`src/rtl/spi_eeprom_arbiter_pkg.sv`:
```
// Shared types and constants for the two-port SPI EEPROM read arbiter.
// Optional feature macro: SPI_ARB_BURST_LIMIT_EN (see spi_eeprom_arbiter.sv).
package spi_arb_pkg;

    typedef enum logic [2:0] {
        ST_IDLE,
        ST_CS_SETUP,
        ST_CMD,
        ST_ADDR,
        ST_DATA,
        ST_HOLD,
        ST_DESEL
    } arb_state_t;

    localparam logic [7:0] EEPROM_READ_CMD = 8'h03;
    localparam int         REQ_FETCH       = 0;
    localparam int         REQ_HOST        = 1;

    // Returns the index of the requester to grant; on a tie the one not served last wins.
    function automatic logic pick_grant(input logic [1:0] req, input logic last);
        if (req[REQ_FETCH] && req[REQ_HOST]) begin
            return ~last;
        end
        return req[REQ_HOST];
    endfunction

endpackage

```
`src/rtl/spi_eeprom_arbiter_if.sv`:
```
// Requester handshake plus EEPROM pin bundle. Valid/ready: a byte transfers on a cycle
// where rd_valid[g] and rd_ready[g] are both high; rd_data/rd_addr hold until then.
interface spi_eeprom_arbiter_if;
    import spi_arb_pkg::*;

    logic [1:0]  req;
    logic [15:0] addr0;
    logic [15:0] addr1;
    logic [1:0]  gnt;
    logic [7:0]  rd_data;
    logic [1:0]  rd_valid;
    logic [1:0]  rd_ready;
    logic [15:0] rd_addr;
    logic        spi_cs_n;
    logic        spi_sck;
    logic        spi_copi;
    logic        spi_cipo;
    arb_state_t  dbg_state;

    modport master (
        output req, addr0, addr1, rd_ready, spi_cipo,
        input  gnt, rd_data, rd_valid, rd_addr, spi_cs_n, spi_sck, spi_copi, dbg_state
    );

    modport slave (
        input  req, addr0, addr1, rd_ready, spi_cipo,
        output gnt, rd_data, rd_valid, rd_addr, spi_cs_n, spi_sck, spi_copi, dbg_state
    );

endinterface

```
`src/rtl/spi_eeprom_arbiter_bit_engine.sv`:
```
// SPI mode-0 byte engine: SCK divider plus 8-bit shift register, MSB first.
// A stop request ends the byte at the end of the current SCK phase so SCK is left low.
module spi_bit_engine #(
    parameter int CLK_DIV = 1
) (
    input  logic       clk,
    input  logic       rst_n,
    input  logic       i_start,
    input  logic [7:0] i_tx_byte,
    input  logic       i_rx_en,
    input  logic       i_stop,
    input  logic       i_cipo,
    output logic       o_done,
    output logic [7:0] o_rx_byte,
    output logic       o_sck,
    output logic       o_copi
);
    localparam int DW = (CLK_DIV > 1) ? $clog2(CLK_DIV) : 1;

    logic          r_busy;
    logic [DW-1:0] r_div;
    logic [2:0]    r_bit;
    logic [7:0]    r_tx;
    logic [7:0]    r_rx;
    logic          r_sck;
    logic          r_copi;
    logic          r_done;

    always_ff @(posedge clk or negedge rst_n) begin
        if (!rst_n) begin
            r_busy <= 1'b0;
            r_div  <= '0;
            r_bit  <= 3'd0;
            r_tx   <= 8'h00;
            r_rx   <= 8'h00;
            r_sck  <= 1'b0;
            r_copi <= 1'b0;
            r_done <= 1'b0;
        end else begin
            r_done <= 1'b0;
            if (!r_busy) begin
                if (i_start) begin
                    r_busy <= 1'b1;
                    r_div  <= '0;
                    r_bit  <= 3'd0;
                    r_sck  <= 1'b0;
                    r_copi <= i_tx_byte[7];
                    r_tx   <= {i_tx_byte[6:0], 1'b0};
                end
            end else if (i_stop && !r_sck) begin
                r_busy <= 1'b0;
                r_done <= 1'b1;
                r_copi <= 1'b0;
            end else if (r_div == DW'(CLK_DIV - 1)) begin
                r_div <= '0;
                if (!r_sck) begin
                    r_sck <= 1'b1;
                    if (i_rx_en) begin
                        r_rx <= {r_rx[6:0], i_cipo};
                    end
                end else begin
                    // Falling edge: COPI only moves here, while SCK goes low.
                    r_sck <= 1'b0;
                    if (r_bit == 3'd7 || i_stop) begin
                        r_busy <= 1'b0;
                        r_done <= 1'b1;
                        r_copi <= 1'b0;
                    end else begin
                        r_bit  <= r_bit + 3'd1;
                        r_copi <= r_tx[7];
                        r_tx   <= {r_tx[6:0], 1'b0};
                    end
                end
            end else begin
                r_div <= r_div + DW'(1);
            end
        end
    end

    assign o_done    = r_done;
    assign o_rx_byte = r_rx;
    assign o_sck     = r_sck;
    assign o_copi    = r_copi;

endmodule

```
`src/rtl/spi_eeprom_arbiter.sv`:
```
// Two-port round-robin arbiter issuing EEPROM READ bursts and streaming bytes back.
// Optional macro SPI_ARB_BURST_LIMIT_EN caps a grant at MAX_BURST bytes when the other port waits.
module spi_eeprom_arbiter
    import spi_arb_pkg::*;
#(
    parameter int CLK_DIV     = 1,
    parameter int ADDR_BYTES  = 2,
    parameter int CS_HIGH_CYC = 2
`ifdef SPI_ARB_BURST_LIMIT_EN
    ,
    parameter int MAX_BURST   = 16
`endif
) (
    input logic                 clk,
    input logic                 rst_n,
    spi_eeprom_arbiter_if.slave bus
);
    localparam int CW = 16;

    arb_state_t  r_state;
    logic        r_g;
    logic [1:0]  r_gnt;
    logic        r_last;
    logic [15:0] r_addr;
    logic [15:0] r_rd_addr;
    logic [7:0]  r_rd_data;
    logic [1:0]  r_rd_valid;
    logic        r_cs_n;
    logic [7:0]  r_tx;
    logic        r_start;
    logic        r_stop;
    logic        r_abort;
    logic        r_rx_en;
    logic [CW-1:0] r_cnt;

    logic        w_req_g;
    logic        w_pick;
    logic        w_done;
    logic        w_limit;
    logic [7:0]  w_rx_byte;
    logic        w_sck;
    logic        w_copi;

    // The EEPROM's internal address counter wraps at its address width.
    function automatic logic [15:0] wrap_addr(input logic [15:0] a);
        return (ADDR_BYTES == 1) ? {8'h00, a[7:0]} : a;
    endfunction

    assign w_req_g = bus.req[r_g];
    assign w_pick  = pick_grant(bus.req, r_last);

`ifdef SPI_ARB_BURST_LIMIT_EN
    localparam int BW = $clog2(MAX_BURST + 1);
    logic [BW-1:0] r_burst;
    assign w_limit = (r_burst == BW'(MAX_BURST - 1)) && bus.req[~r_g];
`else
    assign w_limit = 1'b0;
`endif

    always_ff @(posedge clk or negedge rst_n) begin
        if (!rst_n) begin
            r_state    <= ST_IDLE;
            r_g        <= 1'b0;
            r_gnt      <= 2'b00;
            r_last     <= 1'(REQ_HOST);
            r_addr     <= 16'h0000;
            r_rd_addr  <= 16'h0000;
            r_rd_data  <= 8'h00;
            r_rd_valid <= 2'b00;
            r_cs_n     <= 1'b1;
            r_tx       <= 8'h00;
            r_start    <= 1'b0;
            r_stop     <= 1'b0;
            r_abort    <= 1'b0;
            r_rx_en    <= 1'b0;
            r_cnt      <= '0;
`ifdef SPI_ARB_BURST_LIMIT_EN
            r_burst    <= '0;
`endif
        end else begin
            r_start <= 1'b0;
            case (r_state)
                ST_IDLE: begin
                    if (|bus.req) begin
                        r_g       <= w_pick;
                        r_gnt     <= w_pick ? 2'b10 : 2'b01;
                        r_addr    <= w_pick ? bus.addr1 : bus.addr0;
                        r_rd_addr <= wrap_addr(w_pick ? bus.addr1 : bus.addr0);
                        r_cs_n    <= 1'b0;
                        r_cnt     <= '0;
                        r_abort   <= 1'b0;
                        r_stop    <= 1'b0;
                        r_rx_en   <= 1'b0;
`ifdef SPI_ARB_BURST_LIMIT_EN
                        r_burst   <= '0;
`endif
                        r_state   <= ST_CS_SETUP;
                    end
                end
                ST_CS_SETUP: begin
                    if (!w_req_g) begin
                        r_cs_n  <= 1'b1;
                        r_cnt   <= '0;
                        r_state <= ST_DESEL;
                    end else if (r_cnt == CW'(CLK_DIV - 1)) begin
                        r_tx    <= EEPROM_READ_CMD;
                        r_start <= 1'b1;
                        r_state <= ST_CMD;
                    end else begin
                        r_cnt <= r_cnt + CW'(1);
                    end
                end
                ST_CMD, ST_ADDR, ST_DATA: begin
                    if (w_done) begin
                        if (r_abort || !w_req_g) begin
                            // Partial or unwanted byte is dropped; SCK is already low.
                            r_stop  <= 1'b0;
                            r_cs_n  <= 1'b1;
                            r_cnt   <= '0;
                            r_state <= ST_DESEL;
                        end else if (r_state == ST_CMD) begin
                            r_tx    <= (ADDR_BYTES == 2) ? r_addr[15:8] : r_addr[7:0];
                            r_cnt   <= CW'(ADDR_BYTES - 1);
                            r_start <= 1'b1;
                            r_state <= ST_ADDR;
                        end else if (r_state == ST_ADDR) begin
                            if (r_cnt == '0) begin
                                r_tx    <= 8'h00;
                                r_rx_en <= 1'b1;
                                r_start <= 1'b1;
                                r_state <= ST_DATA;
                            end else begin
                                r_tx    <= r_addr[7:0];
                                r_cnt   <= r_cnt - CW'(1);
                                r_start <= 1'b1;
                            end
                        end else begin
                            r_rd_data  <= w_rx_byte;
                            r_rd_valid <= r_gnt;
                            r_state    <= ST_HOLD;
                        end
                    end else if (!w_req_g) begin
                        r_abort <= 1'b1;
                        r_stop  <= 1'b1;
                    end
                end
                ST_HOLD: begin
                    if (bus.rd_ready[r_g]) begin
                        r_rd_valid <= 2'b00;
`ifdef SPI_ARB_BURST_LIMIT_EN
                        r_burst    <= r_burst + BW'(1);
`endif
                        if (w_req_g && !w_limit) begin
                            r_rd_addr <= wrap_addr(r_rd_addr + 16'd1);
                            r_tx      <= 8'h00;
                            r_start   <= 1'b1;
                            r_state   <= ST_DATA;
                        end else begin
                            r_cs_n  <= 1'b1;
                            r_cnt   <= '0;
                            r_state <= ST_DESEL;
                        end
                    end
                end
                ST_DESEL: begin
                    if (r_cnt == CW'(CS_HIGH_CYC - 1)) begin
                        r_gnt   <= 2'b00;
                        r_last  <= r_g;
                        r_state <= ST_IDLE;
                    end else begin
                        r_cnt <= r_cnt + CW'(1);
                    end
                end
                default: r_state <= ST_IDLE;
            endcase
        end
    end

    spi_bit_engine #(
        .CLK_DIV(CLK_DIV)
    ) u_engine (
        .clk      (clk),
        .rst_n    (rst_n),
        .i_start  (r_start),
        .i_tx_byte(r_tx),
        .i_rx_en  (r_rx_en),
        .i_stop   (r_stop),
        .i_cipo   (bus.spi_cipo),
        .o_done   (w_done),
        .o_rx_byte(w_rx_byte),
        .o_sck    (w_sck),
        .o_copi   (w_copi)
    );

    assign bus.gnt       = r_gnt;
    assign bus.rd_data   = r_rd_data;
    assign bus.rd_valid  = r_rd_valid;
    assign bus.rd_addr   = r_rd_addr;
    assign bus.spi_cs_n  = r_cs_n;
    assign bus.spi_sck   = w_sck;
    assign bus.spi_copi  = w_copi;
    assign bus.dbg_state = r_state;

endmodule
```
`src/flat_wrapper.sv`:
```
// flat-port wrapper written by rule: the top's interface ports become plain ports
module spi_eeprom_arbiter_flat import spi_arb_pkg::*;
#(
    parameter int CLK_DIV     = 1,
    parameter int ADDR_BYTES  = 2,
    parameter int CS_HIGH_CYC = 2

)
  (clk, rst_n, bus_req, bus_addr0, bus_addr1, bus_rd_ready, bus_spi_cipo, bus_gnt, bus_rd_data, bus_rd_valid, bus_rd_addr, bus_spi_cs_n, bus_spi_sck, bus_spi_copi, bus_dbg_state);
  spi_eeprom_arbiter_if bus_i ();
  input logic clk;
  input logic rst_n;
  input wire logic [$bits(bus_i.req)-1:0] bus_req;
  input wire logic [$bits(bus_i.addr0)-1:0] bus_addr0;
  input wire logic [$bits(bus_i.addr1)-1:0] bus_addr1;
  input wire logic [$bits(bus_i.rd_ready)-1:0] bus_rd_ready;
  input wire logic [$bits(bus_i.spi_cipo)-1:0] bus_spi_cipo;
  output wire logic [$bits(bus_i.gnt)-1:0] bus_gnt;
  output wire logic [$bits(bus_i.rd_data)-1:0] bus_rd_data;
  output wire logic [$bits(bus_i.rd_valid)-1:0] bus_rd_valid;
  output wire logic [$bits(bus_i.rd_addr)-1:0] bus_rd_addr;
  output wire logic [$bits(bus_i.spi_cs_n)-1:0] bus_spi_cs_n;
  output wire logic [$bits(bus_i.spi_sck)-1:0] bus_spi_sck;
  output wire logic [$bits(bus_i.spi_copi)-1:0] bus_spi_copi;
  output wire logic [$bits(bus_i.dbg_state)-1:0] bus_dbg_state;
  assign bus_i.req = bus_req;
  assign bus_i.addr0 = bus_addr0;
  assign bus_i.addr1 = bus_addr1;
  assign bus_i.rd_ready = bus_rd_ready;
  assign bus_i.spi_cipo = bus_spi_cipo;
  assign bus_gnt = bus_i.gnt;
  assign bus_rd_data = bus_i.rd_data;
  assign bus_rd_valid = bus_i.rd_valid;
  assign bus_rd_addr = bus_i.rd_addr;
  assign bus_spi_cs_n = bus_i.spi_cs_n;
  assign bus_spi_sck = bus_i.spi_sck;
  assign bus_spi_copi = bus_i.spi_copi;
  assign bus_dbg_state = bus_i.dbg_state;
  spi_eeprom_arbiter #(.CLK_DIV(CLK_DIV), .ADDR_BYTES(ADDR_BYTES), .CS_HIGH_CYC(CS_HIGH_CYC)) u_core (.clk(clk), .rst_n(rst_n), .bus(bus_i));
endmodule
```
`config.mk`:
```
export PLATFORM = sky130hd
export DESIGN_NAME = spi_eeprom_arbiter_flat
export DESIGN_NICKNAME = d
export VERILOG_FILES = /design/src/rtl/spi_eeprom_arbiter_pkg.sv /design/src/rtl/spi_eeprom_arbiter_if.sv /design/src/rtl/spi_eeprom_arbiter_bit_engine.sv /design/src/rtl/spi_eeprom_arbiter.sv /design/src/flat_wrapper.sv
export SDC_FILE = /design/constraint.sdc
export NUM_CORES = 1
export LEC_CHECK = 0
export CORE_MARGIN = 8
export CORE_UTILIZATION = 40
export DETAILED_ROUTE_END_ITERATION = 8
export PLACE_DENSITY = 0.64
export SETUP_SLACK_MARGIN = 0.3
export SYNTH_ARGS = -nofsm -noshare
export SYNTH_HDL_FRONTEND = slang
export SYNTH_SLANG_ARGS = --single-unit
export TNS_END_PERCENT = 10
```
`constraint.sdc`:
```
create_clock -name clk -period 7.86 [get_ports clk]
set_clock_uncertainty 0.2 [all_clocks]
set_input_delay 1.572 -clock clk [delete_from_list [all_inputs] [get_ports clk]]
set_output_delay 1.572 -clock clk [all_outputs]
set_load 0.02 [all_outputs]
```
==> summary.txt <==
Status
  • Status: completed

Clock network
  • Root Buffer: clkbuf_16
  • CTS tree: built
  • CTS H-tree lvls: 3
  • CTS sink count: 100
  • Hold Buf Count CTS: 0
  • Clock latency on the worst-skew pair: 360 ps
  • TritonCTS buffer count: 9
  • CTS resizes: 0
  • Clock transition at path regs: 70 ps
  • Post-CTS setup buffer count: 0
  • CTS Buffer Depth: 2

Drt
  • Met3 routed WL: ~710 um
  • Post-route ant nets: 0
  • Detailed Route WL: ~15000 um
  • WL/cell: 17.5 um
  • Wl on met1: 7050 um
  • DR DRC count: 0
  • DR vias/cell: 5.81
  • Highest metal layer with signal wires: met4
  • First-pass DRT Iterations: 7
  • Via count: 5010
  • 1st-iter DRT viols: 407
  • Metal2 WL: 6980 um

Die
  • I/O pins: 73
  • Die width: 135 um
  • Cell row count: 43
  • Die ar.: between 15000 and 20000 sq um
  • Die Y: 135 um
  • Total core area: 13900 sq um
  • Initial Utilization: 0.408

Synth
  • Synth Area in Compound Gates: 0.228
  • Top area cells in the synthesized netlist: dfrtp_1, nand2_1, o21ai_0
  • Most area-hungry cell type in the Yosys netlist: dfrtp_1
  • Simple-Gate Fraction of Synth Area: 0.189
  • Post-synthesis adder-cell area fraction: 0.0155
  • Synth Area in XOR/XNOR: 0.00155
  • Async SR Flop Fraction: 1.00
  • Post-synthesis sequential area ratio: 0.443
  • Syn avg cell area: 8.94 sq um
  • Mapped Nets: 679
  • Post-synthesis mux area share: 0.0829
  • EDFF count, synth: 0
  • Yosys Warn Count: 0
  • Largest family of logic cells by synthesized area: compound AO/OA/AOI/OAI gates
  • Distinct cells, synth: 63
  • Ys flop type: dfrtp_1
  • Synthesized instance count: 633
  • Cell Area, Synth: about 5700 sq um
  • Register bit count reported by yosys: 100
  • Share of the synthesized area in the top cell type: 0.433

Worst setup path
  • Startpoint Class: primary input
  • CP Class: in2reg
  • R2R Path End: u_core.r_cnt[9]
  • Critical-path maximum fanout: 18
  • Worst reg2reg setup slack: 4680 ps
  • Critical path capture point type: flop
  • Reg2reg path depth: 5
  • FF-to-FF Start: u_core.bus.dbg_state[0]
  • Max stage delay on crit path: between 800 and 900 ps
  • Critical-path cell list: clkdlybuf4s50_1, mux2_4, o211ai_2, nand2_1, or4_1, or3_4, o31ai_2
  • Crit path DAT: about 4200 ps
  • Slowest library cell on the worst path: or4_1
  • Worst EP required: 7930 ps

Placed design
  • RePlAce Congestion: 0.926
  • IO Port Bufs: 72
  • Post-DP HPWL: ~11000 um
  • Area post-placement: 6460 sq um
  • Placed cells: 846

Timing
  • Minimum clock period after layout: 4170 ps
  • Final hold violation count: 0
  • Final setup viols: 0
  • Fin. max-slew vios: 0
  • Max_slew headroom: 0.253
  • Fin crit share: 0.531
  • RSZ-0062 raised after global routing: no
  • Worst slew pin tran: 1110 ps
  • Fmax: 0.240 GHz
  • Setup TNS: 0 ps
  • WHS: 275 ps

Final layout
  • N_diodes: 0
  • Layout cells sized above 1: 0.0748
  • Final Cell Area: 6750 sq um
  • Fin cells: 862
  • Fillers: 1313
  • Final net count: 723
  • Area Growth Syn to Fin: 19.2%

Power
  • Leakage power: roughly 2.8 nW
  • Worst vdd ir: around 150 uV
  • Power density cells: 339 nW/um^2
  • Tot Pwr: ~2.3 mW

Global routing
  • Antenna violations before repair: 0
  • Total Routing Usage GR: 0.169
  • Total congestion overflow: 0
  • First-pass GRT wire length: 24900 um
  • Largest net degree at the start of global routing: 73
  • Vias in the first global route: 4857

Job
  • Max_cap viols: 0

Hold path
  • Worst hold path type: reg2reg
  • Hold path cells: 2
  • Min-Delay Endpoint: u_core.bus.rd_data[4]
  • Min-delay src: u_core.bus.rd_data[4]
cells in the mapped netlist (7+ instances only):
master    number
a22o_1        15
ha_1           7
nand2b_1       7
buf_2         12
a21oi_1       48
nand2_1      100
inv_1          9
clkbuf_1      26
and3_1         9
mux2_2        19
dfrtp_1       98
o21ai_0       61
mux2i_1       24
nand3_1       15
nor2_1        31
nand4_1       11
a22oi_1        8
nor3_1        16
o22ai_1       15
placed cells by master (no fill, tap or decap), types with 11 or more instances in the layout:
cell type        count
mux2i_1             24
dfrtp_1             98
nand3_1             15
a21oi_1             48
o21ai_0             61
mux2_2              19
clkdlybuf4s50_1     71
nor3_1              16
o22ai_1             15
nor2_1              31
nand2_1            100
nand4_1             11
a22o_1              15
power by group:
part / switching, mW / internal [mW]
combinational: 0.605 / 0.426
clock: 0.194 / 0.232
sequential: 0.170 / 0.663
total: 0.968 / 1.32
flip-flops by register name, summed over array words and instances, names as in the netlist, 3 cells and up:
signal / flops
u_core.r_tx: 8
u_core.bus.dbg_state: 3
u_core.u_engine.o_rx_byte: 8
u_core.u_engine.r_bit: 3
u_core.r_cnt: 16
u_core.bus.rd_data: 8
u_core.u_engine.r_tx: 7
u_core.r_addr: 16
u_core.bus.rd_addr: 16
worst max-delay path, delay by kind of cell:
kind            cells  cell delay [ps]
mux                 1              370
buf+inv             1              540
compound gates      2              310
simple gates        3             1440
layer usage:
metal	global-route usage	vias to the layer above
met3	0.0290	20
met5	0	-
met4	0.0777	0
met1	0.217	2432
met2	0.271	142
li1	-	2416
worst max path at each step:
| stage | startpoint | end | slack, ps | cells past startpoint |
|---|---|---|---|---|
| after global routing | bus_req[0] | u_core.r_cnt[9] | 3560 | 7 |
| after CTS | bus_req[0] | u_core.r_cnt[9] | 3720 | 7 |
| after floorplan | bus_req[1] | u_core.r_cnt[9] | 4230 | 8 |
| after detailed placement | bus_req[0] | u_core.r_cnt[9] | 3360 | 7 |
| final | bus_req[0] | u_core.r_cnt[9] | 3690 | 7 |
| after global placement | bus_req[0] | u_core.r_cnt[9] | 3430 | 7 |
kinds of logic after synthesis:
group                    after synthesis
multiplexers                          44
adder cells (fa/ha/maj)                7
AO/OA/AOI/OAI                        203
AND/OR/NAND/NOR                      224
buffers and inverters                 54
flip-flops                           100
XOR/XNOR                               1
through the flow:
stage	util	setup WS (ps)
after CTS	0.486	3720
after global placement	0.466	3430
after detailed placement	0.466	3360
after floorplan	-	4230
after global routing	0.486	3560
final	0.486	3690
area by class of cell:
class	instances	area, sq um	share of cell area
timing repair buffer	78	763	0.113
inverter	9	33.8	0.00501
clock inverter	3	21.3	0.00315
multi-input combinational	479	2940	0.435
clock buffer	13	260	0.0386
tap	180	225	0.0334
sequential	100	2500	0.371
Power figures use the tool's default switching activity.
